==> config.mk <==
export PLATFORM = sky130hd
export DESIGN_NAME = genius_timer_ctrl
export DESIGN_NICKNAME = d
export VERILOG_FILES = /design/src/rtl/genius_pkg.sv /design/src/rtl/genius_oneshot.sv /design/src/rtl/genius_timer_ctrl.sv
export SDC_FILE = /design/constraint.sdc
export NUM_CORES = 1
export LEC_CHECK = 0
export CAP_MARGIN = 15
export CORE_MARGIN = 2
export CORE_UTILIZATION = 64
export CTS_CLUSTER_DIAMETER = 200
export DETAILED_ROUTE_END_ITERATION = 6
export DONT_BUFFER_PORTS = 1
export PLACE_DENSITY = 0.8
export SETUP_SLACK_MARGIN = 0.02
export SYNTH_ARGS = -nofsm -noshare
export SYNTH_HDL_FRONTEND = slang
export SYNTH_SLANG_ARGS = --single-unit
==> constraint.sdc <==
create_clock -name CLK -period 4.1 [get_ports CLK]
set_clock_uncertainty 0.1 [all_clocks]
set_input_delay 0.615 -clock CLK [delete_from_list [all_inputs] [get_ports CLK]]
set_output_delay 0.615 -clock CLK [all_outputs]
set_load 0.01 [all_outputs]
==> src/rtl/genius_pkg.sv <==
// Shared constants and types for the Genius game datapath.
// Holds tick rate, level width, counter width, colour codes and timer states.
package genius_pkg;

    localparam int TICK_DIV_DEF = 50000;
    localparam int LEVEL_W      = 4;
    localparam int CNT_W_DEF    = 16;

    typedef enum logic [1:0] {
        C_GREEN  = 2'd0,
        C_RED    = 2'd1,
        C_BLUE   = 2'd2,
        C_YELLOW = 2'd3
    } colour_t;

    typedef enum logic {
        T_IDLE = 1'b0,
        T_RUN  = 1'b1
    } tmr_state_t;

endpackage

==> src/rtl/genius_oneshot.sv <==
// One-shot ms timer: load_i ms at start, counts TICK_DIV clocks per ms.
// Ports: CLK, RESET (sync, high), start_i, load_i -> end_o, busy_o, remain_o.
module genius_oneshot
    import genius_pkg::*;
#(
    parameter int TICK_DIV = TICK_DIV_DEF,
    parameter int CNT_W    = CNT_W_DEF
) (
    input  logic             CLK,
    input  logic             RESET,
    input  logic             start_i,
    input  logic [CNT_W-1:0] load_i,
    output logic             end_o,
    output logic             busy_o,
    output logic [CNT_W-1:0] remain_o
);

    localparam int SW = (TICK_DIV > 1) ? $clog2(TICK_DIV) : 1;
    localparam logic [SW-1:0] SUB_LAST = SW'(TICK_DIV - 1);

    tmr_state_t       state_q, state_d;
    logic [SW-1:0]    sub_q, sub_d;
    logic [CNT_W-1:0] ms_q, ms_d;
    logic             end_q, end_d;

    always_ff @(posedge CLK) begin
        if (RESET) begin
            state_q <= T_IDLE;
            sub_q   <= '0;
            ms_q    <= '0;
            end_q   <= 1'b0;
        end else begin
            state_q <= state_d;
            sub_q   <= sub_d;
            ms_q    <= ms_d;
            end_q   <= end_d;
        end
    end

    // Start always wins, so a start on the expiry edge
    // restarts the run and suppresses that END pulse.
    always_comb begin
        state_d = state_q;
        sub_d   = sub_q;
        ms_d    = ms_q;
        end_d   = 1'b0;
        if (start_i) begin
            state_d = T_RUN;
            sub_d   = '0;
            ms_d    = load_i;
        end else begin
            unique case (state_q)
                T_IDLE: begin
                    sub_d = '0;
                    ms_d  = '0;
                end
                T_RUN: begin
                    if (sub_q == SUB_LAST) begin
                        sub_d = '0;
                        if (ms_q <= CNT_W'(1)) begin
                            state_d = T_IDLE;
                            ms_d    = '0;
                            end_d   = 1'b1;
                        end else begin
                            ms_d = ms_q - CNT_W'(1);
                        end
                    end else begin
                        sub_d = sub_q + SW'(1);
                    end
                end
                default: state_d = T_IDLE;
            endcase
        end
    end

    // ms_q is forced to zero whenever idle, so it doubles as REMAIN.
    assign end_o    = end_q;
    assign busy_o   = (state_q == T_RUN);
    assign remain_o = ms_q;

endmodule

==> src/rtl/genius_timer_ctrl.sv <==
// Game timers: timer 1 (display time, shrinks with LEVEL), timer 2 (input timeout).
// Ports: CLK, RESET, START_1/2, LEVEL -> END_1/2, BUSY_1/2, REMAIN_2.
module genius_timer_ctrl
    import genius_pkg::*;
#(
    parameter int TICK_DIV   = TICK_DIV_DEF,
    parameter int T1_BASE_MS = 800,
    parameter int T1_STEP_MS = 40,
    parameter int T1_MIN_MS  = 200,
    parameter int T2_MS      = 3000,
    parameter int CNT_W      = CNT_W_DEF
) (
    input  logic               CLK,
    input  logic               RESET,
    input  logic               START_1,
    input  logic               START_2,
    input  logic [LEVEL_W-1:0] LEVEL,
    output logic               END_1,
    output logic               END_2,
    output logic               BUSY_1,
    output logic               BUSY_2,
    output logic [CNT_W-1:0]   REMAIN_2
);

    localparam int XW    = CNT_W + 4;
    localparam int MIN_E = (T1_MIN_MS < 1) ? 1 : T1_MIN_MS;

    localparam logic signed [XW-1:0] BASE_X = XW'(T1_BASE_MS);
    localparam logic signed [XW-1:0] STEP_X = XW'(T1_STEP_MS);
    localparam logic signed [XW-1:0] MIN_X  = XW'(MIN_E);

    logic signed [XW-1:0] lvl_x;
    logic signed [XW-1:0] diff_x;
    logic signed [XW-1:0] n1_x;
    logic [CNT_W-1:0]     n1;
    logic [CNT_W-1:0]     rem1_unused;

    // Signed, widened subtraction so deep levels clamp to the floor.
    always_comb begin
        lvl_x  = XW'(LEVEL);
        diff_x = BASE_X - lvl_x * STEP_X;
        n1_x   = (diff_x < MIN_X) ? MIN_X : diff_x;
        n1     = CNT_W'(n1_x);
    end

    genius_oneshot #(
        .TICK_DIV (TICK_DIV),
        .CNT_W    (CNT_W)
    ) u_t1 (
        .CLK      (CLK),
        .RESET    (RESET),
        .start_i  (START_1),
        .load_i   (n1),
        .end_o    (END_1),
        .busy_o   (BUSY_1),
        .remain_o (rem1_unused)
    );

    genius_oneshot #(
        .TICK_DIV (TICK_DIV),
        .CNT_W    (CNT_W)
    ) u_t2 (
        .CLK      (CLK),
        .RESET    (RESET),
        .start_i  (START_2),
        .load_i   (CNT_W'(T2_MS)),
        .end_o    (END_2),
        .busy_o   (BUSY_2),
        .remain_o (REMAIN_2)
    );

endmodule

## After elaboration in Yosys (flattened, before gate mapping)

Cells that the tools add are included.

| storage, ports and cells | value |
|---|---|
| output and inout bits | 20 |
| flip-flop bits (word level) | 68 |
| logic and storage cells | 54 |
| input port bits | 8 |

| operators by class | value |
|---|---|
| magnitude comparators | 3 |
| bitwise logic cells | 4 |
| mux-type cells | 23 |
| $mul | 1 |
| $add $sub $neg | 5 |
| reductions and logical operators | 4 |
| equality and inequality tests | 5 |

Operators by type and width:

| kind | number |
|---|---|
| two-way mux 16 bit | 8 |
| case mux 16 bit (2 select lines) | 4 |
| adder 16 x 1 -> 16 bit, second input constant | 2 |
| equality test 16 bit, second input constant | 2 |
| less-or-equal comparator 16 x 1 -> 1 bit, second input constant | 2 |
| subtractor 16 x 1 -> 16 bit, second input constant | 2 |
| two-way mux 12 bit | 1 |
| < comparator 11 x 9 -> 1 bit, second input constant | 1 |
| subtractor 10 x 10 -> 11 bit, first input constant | 1 |
| two-way mux 1 bit | 10 |
| OR reduction 4 bit | 2 |
| multiplier 4 x 3 -> 7 bit, second input constant | 1 |
| != test 3 bit, second input constant | 2 |
| inverter 1 bit | 4 |
| OR reduction 2 bit | 2 |
| != test 2 bit, second input constant | 1 |

## Depth between registers and ports, before layout

Gate-level depths: netlist of run 1.

| depth | value |
|---|---|
| depth in word-level cells | 5 |
| gate-level depth with buffers | 14 |
| depth with buffers taken out | 13 |

## Hierarchy

Synthesis of run 1 repeated with hierarchy kept, for this count alone.

| second synthesis, totals | value |
|---|---|
| cell total of the unflattened synthesis | 471 |
| area total of the unflattened synthesis | 3,907.5 um^2 |

By module, submodules not included:

| module | area each (um^2) | times used | cells each | sequential area each (um^2) |
|---|---|---|---|---|
| genius_oneshot | 1,790.5 | 2 | 214 | 680.7 |
| genius_timer_ctrl | 326.6 | 1 | 43 | 0.0 |

## Worst setup path before layout of run 1

OpenSTA, ideal clock, no wires.

| timing | value |
|---|---|
| path type | input port to flip-flop |
| start | input LEVEL[1] |
| end | register u_t1.ms_q[15] (netlist: u_t1.remain_o[15]) |
| stages on the path | 14 |
| data arrival time | 3,130 ps |
| path slack | 738 ps |
| setup time | 132 ps |
| data required time | 3,868 ps |
| buffers on the path | 1 |
| cells stage by stage | ha_1 ha_1 fa_1 nor2_1 and2_1 o31ai_1 a32oi_1 nor2_1 ha_1 and2_1 buf_1 a31o_2 a41oi_1 a21oi_1 |

| on the way | value |
|---|---|
| cells in the longest elaborated chain, start to end | 5 |

RTL lines:

| what | line | source |
|---|---|---|
| start, declared | genius_timer_ctrl.sv:17 | `input logic [LEVEL_W-1:0] LEVEL,` |
| multiplier 4 x 3 -> 7 bit * | genius_timer_ctrl.sv:41 | `diff_x = BASE_X - lvl_x * STEP_X;` |
| subtractor 10 x 10 -> 11 bit * | genius_timer_ctrl.sv:41 |  |
| < comparator 11 x 9 -> 1 bit | genius_timer_ctrl.sv:42 | `n1_x = (diff_x < MIN_X) ? MIN_X : diff_x;` |
| two-way mux 16 bit * | genius_timer_ctrl.sv:42 |  |
| two-way mux 16 bit * | genius_oneshot.sv:47 | `if (start_i) begin` |
| end signal, assigned | genius_oneshot.sv:35 | `ms_q <= ms_d;` |
| end, declared | genius_oneshot.sv:23 | `logic [CNT_W-1:0] ms_q, ms_d;` |

Every way passes the cells marked *; elsewhere a longest branch is shown, timed or not.
A chain may end at the register's enable or synchronous reset.

## Final worst setup path of run 1

| timing | value |
|---|---|
| start | input LEVEL[1] |
| end | register u_t1.ms_q[9] (netlist: u_t1.remain_o[9]) |

The elaborated chain is that of the path after synthesis.

==> flow_metrics.py, run 1 <==
metrics = {
    "outcome": {
        "status": "finished, final reports clean",
    },
    "synth": {
        "yosys.area.top_type": "dfxtp_1",
        "synth.distinct_cells": 66,
        "synth-seq-cells": 68,
        "synth-simple-area-share_pct": 26.42,
        "synthXorXnorAreaFrac_pct": 9.758,
        "syn_nets": 462,
        "async_flop_share_pct": 0,
        "synthMuxAreaShare_pct": 0.5310,
        "synth_edf_count": 0,
        "synth-seq-area-share_pct": 36.11,
        "synth_top_family_by_area": "simple AND/OR/NAND/NOR gates",
        "synth_area_leaders": "dfxtp_1, xnor2_1, nor2_1",
        "yosysWarnings": 0,
        "synth_area_mm2": 0.003770,
        "syn_inst": 441,
        "synth_compound_area_share_pct": 17.52,
        "synthAdderAreaFrac_pct": 4.514,
        "syn_avg_cell_area_um2": 8.548,
        "netlist.area_leader.share_pct": 36.11,
        "ys.flop_type": "dfxtp_1",
    },
    "final_layout": {
        "nNetsFinal": 457,
        "diodes": 0,
        "area.growth.synth_to_final_pct": 7.169,
        "layout_commonest_cell": "dfxtp_1",
        "instances_no_fill": 513,
        "drive_above_1_share_pct": 9.297,
        "mostFrequentLayoutCells": "dfxtp_1, nor2_1, a21oi_1, inv_1, xnor2_1",
        "post-route-util_pct": 72.04,
    },
    "floorplanning": {
        "core_mm2": 0.005608,
        "die_h_um": 80.75,
        "start_util_pct": 67.22,
        "dieArea_mm2": 0.006521,
        "ios": 28,
        "core.rowCount": 27,
        "fp.dieW_um": 80.75,
    },
    "clock_tree": {
        "cts_tree": "built",
        "insertion_delay_ns": 0.35,
        "cts_setup_buffers": 0,
        "hold_buffers": 0,
        "clkSinkCount": 68,
        "htree_levels": 3,
        "cts_max_path_buffers": 2,
        "clk_pin_slew_ns": 0.07,
        "cts_buffers": 9,
        "ctsResizeCount": 0,
        "cts_root_buf": "clkbuf_8",
    },
    "setup_path": {
        "path_class": "input port to register",
        "r2r_setup_slack_ns": 1.57,
        "worstRegToRegCells": 5,
        "cp_max_fo": 5,
        "reg2reg_from": "u_t1.sub_q[0]",
        "critPathCaptureType": "register",
        "critPathArrivalTime_ns": 3.35,
        "required_ns": 4.25,
        "worst_setup_path_start_kind": "input port",
        "r2r-end": "u_t1.remain_o[2]",
    },
    "sta": {
        "max_slew_margin_pct": 31.12,
        "final_hold_viol_count": 0,
        "maxSlewViolCount": 0,
        "setup_slack_ns": 0.8985,
        "post-route-period-util_pct": 78.09,
        "worstMarginPinSlew_ns": 1.024,
        "period_needed_ns": 3.202,
        "final.setup.tns_ns": 0,
        "fmax_mhz": 312.4,
        "rsz0062_at_grt": "false",
        "finalSetupViolCount": 0,
    },
    "grt": {
        "grt_pass1_vias": 3018,
        "grt_max_degree": 21,
        "grt_pass1_wl_um": 13680,
        "antenna_found_initial": 0,
        "gr-total-overflow": 0,
        "grt_use_total_pct": 26.80,
    },
    "routing": {
        "drt-pass1-iter-count": 4,
        "avgRoutedWirePerCell_um": 15.83,
        "drt-initial-drc-count": 139,
        "routed_wl_um": 8120,
        "antenna_left": 0,
        "via_per_inst": 6.240,
        "via_count": 3201,
        "post-route-drc-count": 0,
    },
    "run": {
        "drv_cap": 0,
    },
    "min_path": {
        "hold_class": "input port to register",
        "hp-start": "RESET",
        "worstHoldEndpoint": "u_t1.remain_o[15]",
        "holdPathStages": 1,
    },
    "power": {
        "power.total_mw": 1.685,
        "p_per_area_mw_per_mm2": 417.1,
        "ir_drop_v": 0.0002440,
        "total_leakage_power_nw": 1.382,
    },
    "placement": {
        "dp.cells": 497,
        "hpwl_um": 5556,
        "placement.io_buffers": 0,
        "routabilityCongestion": 0.8330,
        "dp_slack_ns": 0.5646,
    },
}
==> worst max-delay path: stages <==
cell and delay [ns]:
ha_1 0.28, ha_1 0.24, fa_1 0.48, nor2_1 0.26, and2_1 0.26, o31ai_1 0.11
a32oi_1 0.17, nor2_1 0.07, ha_1 0.34, a311oi_1 0.28, a32oi_1 0.08, o32ai_1 0.16
==> worst max-delay path by stage <==
stage                     cells after the start                 to      from  slack [ns]
final                                        12   u_t1.remain_o[9]  LEVEL[1]        0.90
after CTS                                    13  u_t1.remain_o[15]  LEVEL[1]        0.94
after floorplan                              14  u_t1.remain_o[15]  LEVEL[1]        0.74
after global placement                       13  u_t1.remain_o[15]  LEVEL[1]        0.72
after detailed placement                     13  u_t1.remain_o[15]  LEVEL[1]        0.56
after global routing                         13  u_t1.remain_o[15]  LEVEL[1]        0.75
==> cell usage after synthesis (3+ instances only) <==
library cell	count
dfxtp_1	68
nor2_1	60
a21oi_1	32
inv_1	29
xnor2_1	28
nand2_1	25
nand3_1	14
xor2_1	14
nor3_1	13
ha_1	12
nand4_1	11
o32ai_1	10
a31oi_1	9
clkbuf_1	9
o21ai_0	7
or3_1	6
a211oi_1	5
and3_1	5
buf_2	5
nor4_1	5
a211oi_2	4
nor2b_1	4
a32oi_1	3
and2_1	3
and4_1	3
nand2b_1	3
nor4_2	3
==> logic make-up after synthesis <==
logic type,Yosys count
AND/OR/NAND/NOR,178
adder cells (fa/ha/maj),13
multiplexers,2
AO/OA/AOI/OAI,92
buffers and inverters,46
flip-flops,68
XOR/XNOR,42
==> sequential cells by signal, indices dropped and copies added (netlist names) <==
signal / flops
u_t2.busy_o: 1
u_t2.sub_q: 16
u_t1.busy_o: 1
u_t1.remain_o: 16
u_t2.remain_o: 16
u_t1.end_o: 1
u_t2.end_o: 1
u_t1.sub_q: 16
==> metal layers <==
| metal | share of wire, % | global-route usage, % | wire (µm) | up-vias |
|---|---|---|---|---|
| li1 | - | - | - | 1575 |
| met1 | 43 | 31.96 | 3515 | 1519 |
| met2 | 48 | 44.17 | 3935 | 87 |
| met3 | 5.9 | 7.333 | 481 | 20 |
| met4 | 2.3 | 14.07 | 187 | 0 |
| met5 | 0 | 0 | 0 | - |
==> power by group <==
part	internal (mW)	total, mW	switching (mW)
combinational	0.104	0.258	0.154
clock	0.439	0.705	0.266
sequential	0.682	0.722	0.0403
total	1.23	1.69	0.460
==> metrics by stage <==
stage / hold slack, ns / area [µm²]
floorplan: 0.3132 / 3770
global placement: 0.3244 / 3782
detailed placement: 0.3419 / 3782
CTS: 0.2159 / 4040
global route: 0.2075 / 4040
finish: 0.2217 / 4040
==> area by class of cell <==
| cell class | instances | area, µm² |
|---|---|---|
| multi-input cells | 327 | 2215 |
| fillers | 452 | 1568 |
| flip-flops and latches | 68 | 1361 |
| clock buffers | 11 | 151.4 |
| inverters | 29 | 108.9 |
| clock inverters | 5 | 106.4 |
| well taps | 72 | 90.09 |
| repair buffers | 1 | 7.507 |
Note: power is estimated with default switching activity, not from simulation.
==> inputs of run 2 (changes only) <==
- clock period: 4.1 -> 3.1 ns (I/O delays scaled with it)
==> flow_metrics.py, run 2 (synthesis results as in run 1) <==
metrics = {
    "setup_path": {
        "max_stage_delay_ns": 0.59,
        "critPathCaptureType": "register",
        "worst_setup_path_start_kind": "input port",
        "required_ns": 3.26,
        "cpMostUsedCell": "a32oi_1",
        "path_class": "input port to register",
        "crit_slowest_cell": "fa_1",
        "r2r_setup_slack_ns": 0.66,
        "critPathArrivalTime_ns": 3.02,
        "cp_num_cells": 12,
        "cp_max_fo": 5,
        "critical-path-top-delay-family": "adder cells",
        "worstRegToRegCells": 6,
        "endpoint": "u_t1.remain_o[9]",
        "r2r-end": "u_t2.remain_o[12]",
        "crit_start": "LEVEL[1]",
        "cp_cell_sequence": "ha_4, ha_2, fa_1, nor2_2, and2_4, o31ai_1, a32oi_1, nor2_1, ha_1, a311oi_1, a32oi_1, o32ai_1",
        "reg2reg_from": "u_t2.sub_q[6]",
        "cp_num_buf_inv": 0,
    },
    "final_layout": {
        "fillers": 416,
        "mostFrequentLayoutCells": "dfxtp_1, nor2_1, a21oi_1, inv_1, xnor2_1",
        "nNetsFinal": 460,
        "final_cell_area_mm2": 0.004099,
        "drive_above_1_share_pct": 11.04,
        "diodes": 0,
        "layout_commonest_cell": "dfxtp_1",
        "multi_input_area_mm2": 0.002251,
        "area.growth.synth_to_final_pct": 8.729,
        "seq_area_mm2": 0.001361,
    },
    "routing": {
        "routed_wl_um": 7922,
        "drt-initial-drc-count": 106,
        "drt-pass1-iter-count": 5,
        "avgRoutedWirePerCell_um": 15.35,
        "antenna_left": 0,
        "via_per_inst": 6.192,
        "post-route-drc-count": 0,
        "via_count": 3195,
    },
    "floorplanning": {
        "core_mm2": 0.005608,
        "die_h_um": 80.75,
        "fp.dieW_um": 80.75,
        "start_util_pct": 67.22,
        "ios": 28,
        "dieArea_mm2": 0.006521,
        "core.rowCount": 27,
    },
    "sta": {
        "hold-worst-slack_ns": 0.08260,
        "final_hold_viol_count": 0,
        "fmax_mhz": 349.6,
        "setup_slack_ns": 0.2397,
        "final.setup.tns_ns": 0,
        "worstMarginPinSlew_ns": 0.9926,
        "finalSetupViolCount": 0,
        "rsz0062_at_grt": "false",
        "post-route-period-util_pct": 92.27,
        "maxSlewViolCount": 0,
        "max_slew_margin_pct": 33.22,
        "period_needed_ns": 2.860,
    },
    "min_path": {
        "hold_class": "input port to register",
    },
    "grt": {
        "grt_pass1_vias": 3065,
        "gr-usage-met3_pct": 7.222,
        "grt_use_total_pct": 25.76,
        "busiest_layer": "met2",
        "met1_usage_pct": 30.70,
        "gr-total-overflow": 0,
        "antenna_found_initial": 0,
        "grt_pass1_wl_um": 13300,
        "use_met2_pct": 44.83,
        "grt_max_degree": 21,
    },
    "clock_tree": {
        "cts_buffers": 9,
        "ctsResizeCount": 0,
        "clk_pin_slew_ns": 0.07,
        "cts_max_path_buffers": 2,
        "cts_tree": "built",
        "cts_root_buf": "clkbuf_8",
        "hold_buffers": 0,
        "htree_levels": 3,
        "clkSinkCount": 68,
        "cts_setup_buffers": 0,
        "insertion_delay_ns": 0.35,
    },
    "run": {
        "drv_cap": 0,
    },
    "placement": {
        "placement.io_buffers": 0,
        "placed_cell_area_mm2": 0.003841,
        "routabilityCongestion": 0.8918,
        "hpwl_um": 5554,
        "dp_slack_ns": -0.08671,
    },
    "power": {
        "p_per_area_mw_per_mm2": 547.3,
        "ir_drop_v": 0.0003351,
        "total_leakage_power_nw": 1.400,
    },
    "outcome": {
        "status": "finished, final reports clean",
    },
}
## run 2: worst min path at each step
stage / end / slack [ns] / start / depth (start not counted)
after floorplan: u_t2.sub_q[0] / 0.31 / u_t2.sub_q[0] / 1
after global placement: u_t2.sub_q[0] / 0.32 / u_t2.sub_q[0] / 1
after detailed placement: u_t2.sub_q[0] / 0.34 / u_t2.sub_q[0] / 1
after CTS: u_t2.remain_o[5] / 0.08 / RESET / 1
after global routing: u_t1.remain_o[13] / 0.07 / RESET / 1
final: u_t1.remain_o[13] / 0.08 / RESET / 1
## run 2: worst register-to-register path, cell delays in order (launching register included)
cell	delay [ns]
dfxtp_1	0.36
nor4bb_1	0.30
nand4_1	0.55
buf_4	0.40
a2111oi_2	0.39
xnor2_1	0.16
nor2_1	0.05
## run 2: metal layers
layer  vias up  routed length [µm]  share of wire (%)
li1       1586                   -                  -
met2       100                3790                 48
met1      1496                3514                 44
met5         -                   0                  0
met4         0                 116                1.5
met3        13                 501                6.3
## run 2: metrics by stage
| step | instances | power [mW] | utilization [%] |
|---|---|---|---|
| 4_1_cts | 516 | 2.245 | 73.09 |
| 6_report | 516 | 2.243 | 73.09 |
| 3_3_place_gp | 500 | 1.309 | 68.50 |
| 2_1_floorplan | 441 | 1.258 | - |
| 3_5_place_dp | 500 | 1.318 | 68.50 |
| 5_1_grt | 516 | 2.322 | 73.09 |
## run 2: cell type report
| class | count | area share, % |
|---|---|---|
| tap | 72 | 2.198 |
| clock buffer | 11 | 3.694 |
| inverter | 29 | 2.656 |
| multi-input combinational | 327 | 54.91 |
| sequential | 68 | 33.21 |
| clock inverter | 5 | 2.595 |
| timing repair buffer | 4 | 0.7326 |
## run 2: where the power goes
group	switching, mW	internal (mW)	total, mW
Clock	0.355	0.581	0.936
Combinational	0.208	0.144	0.352
Sequential	0.0532	0.902	0.955
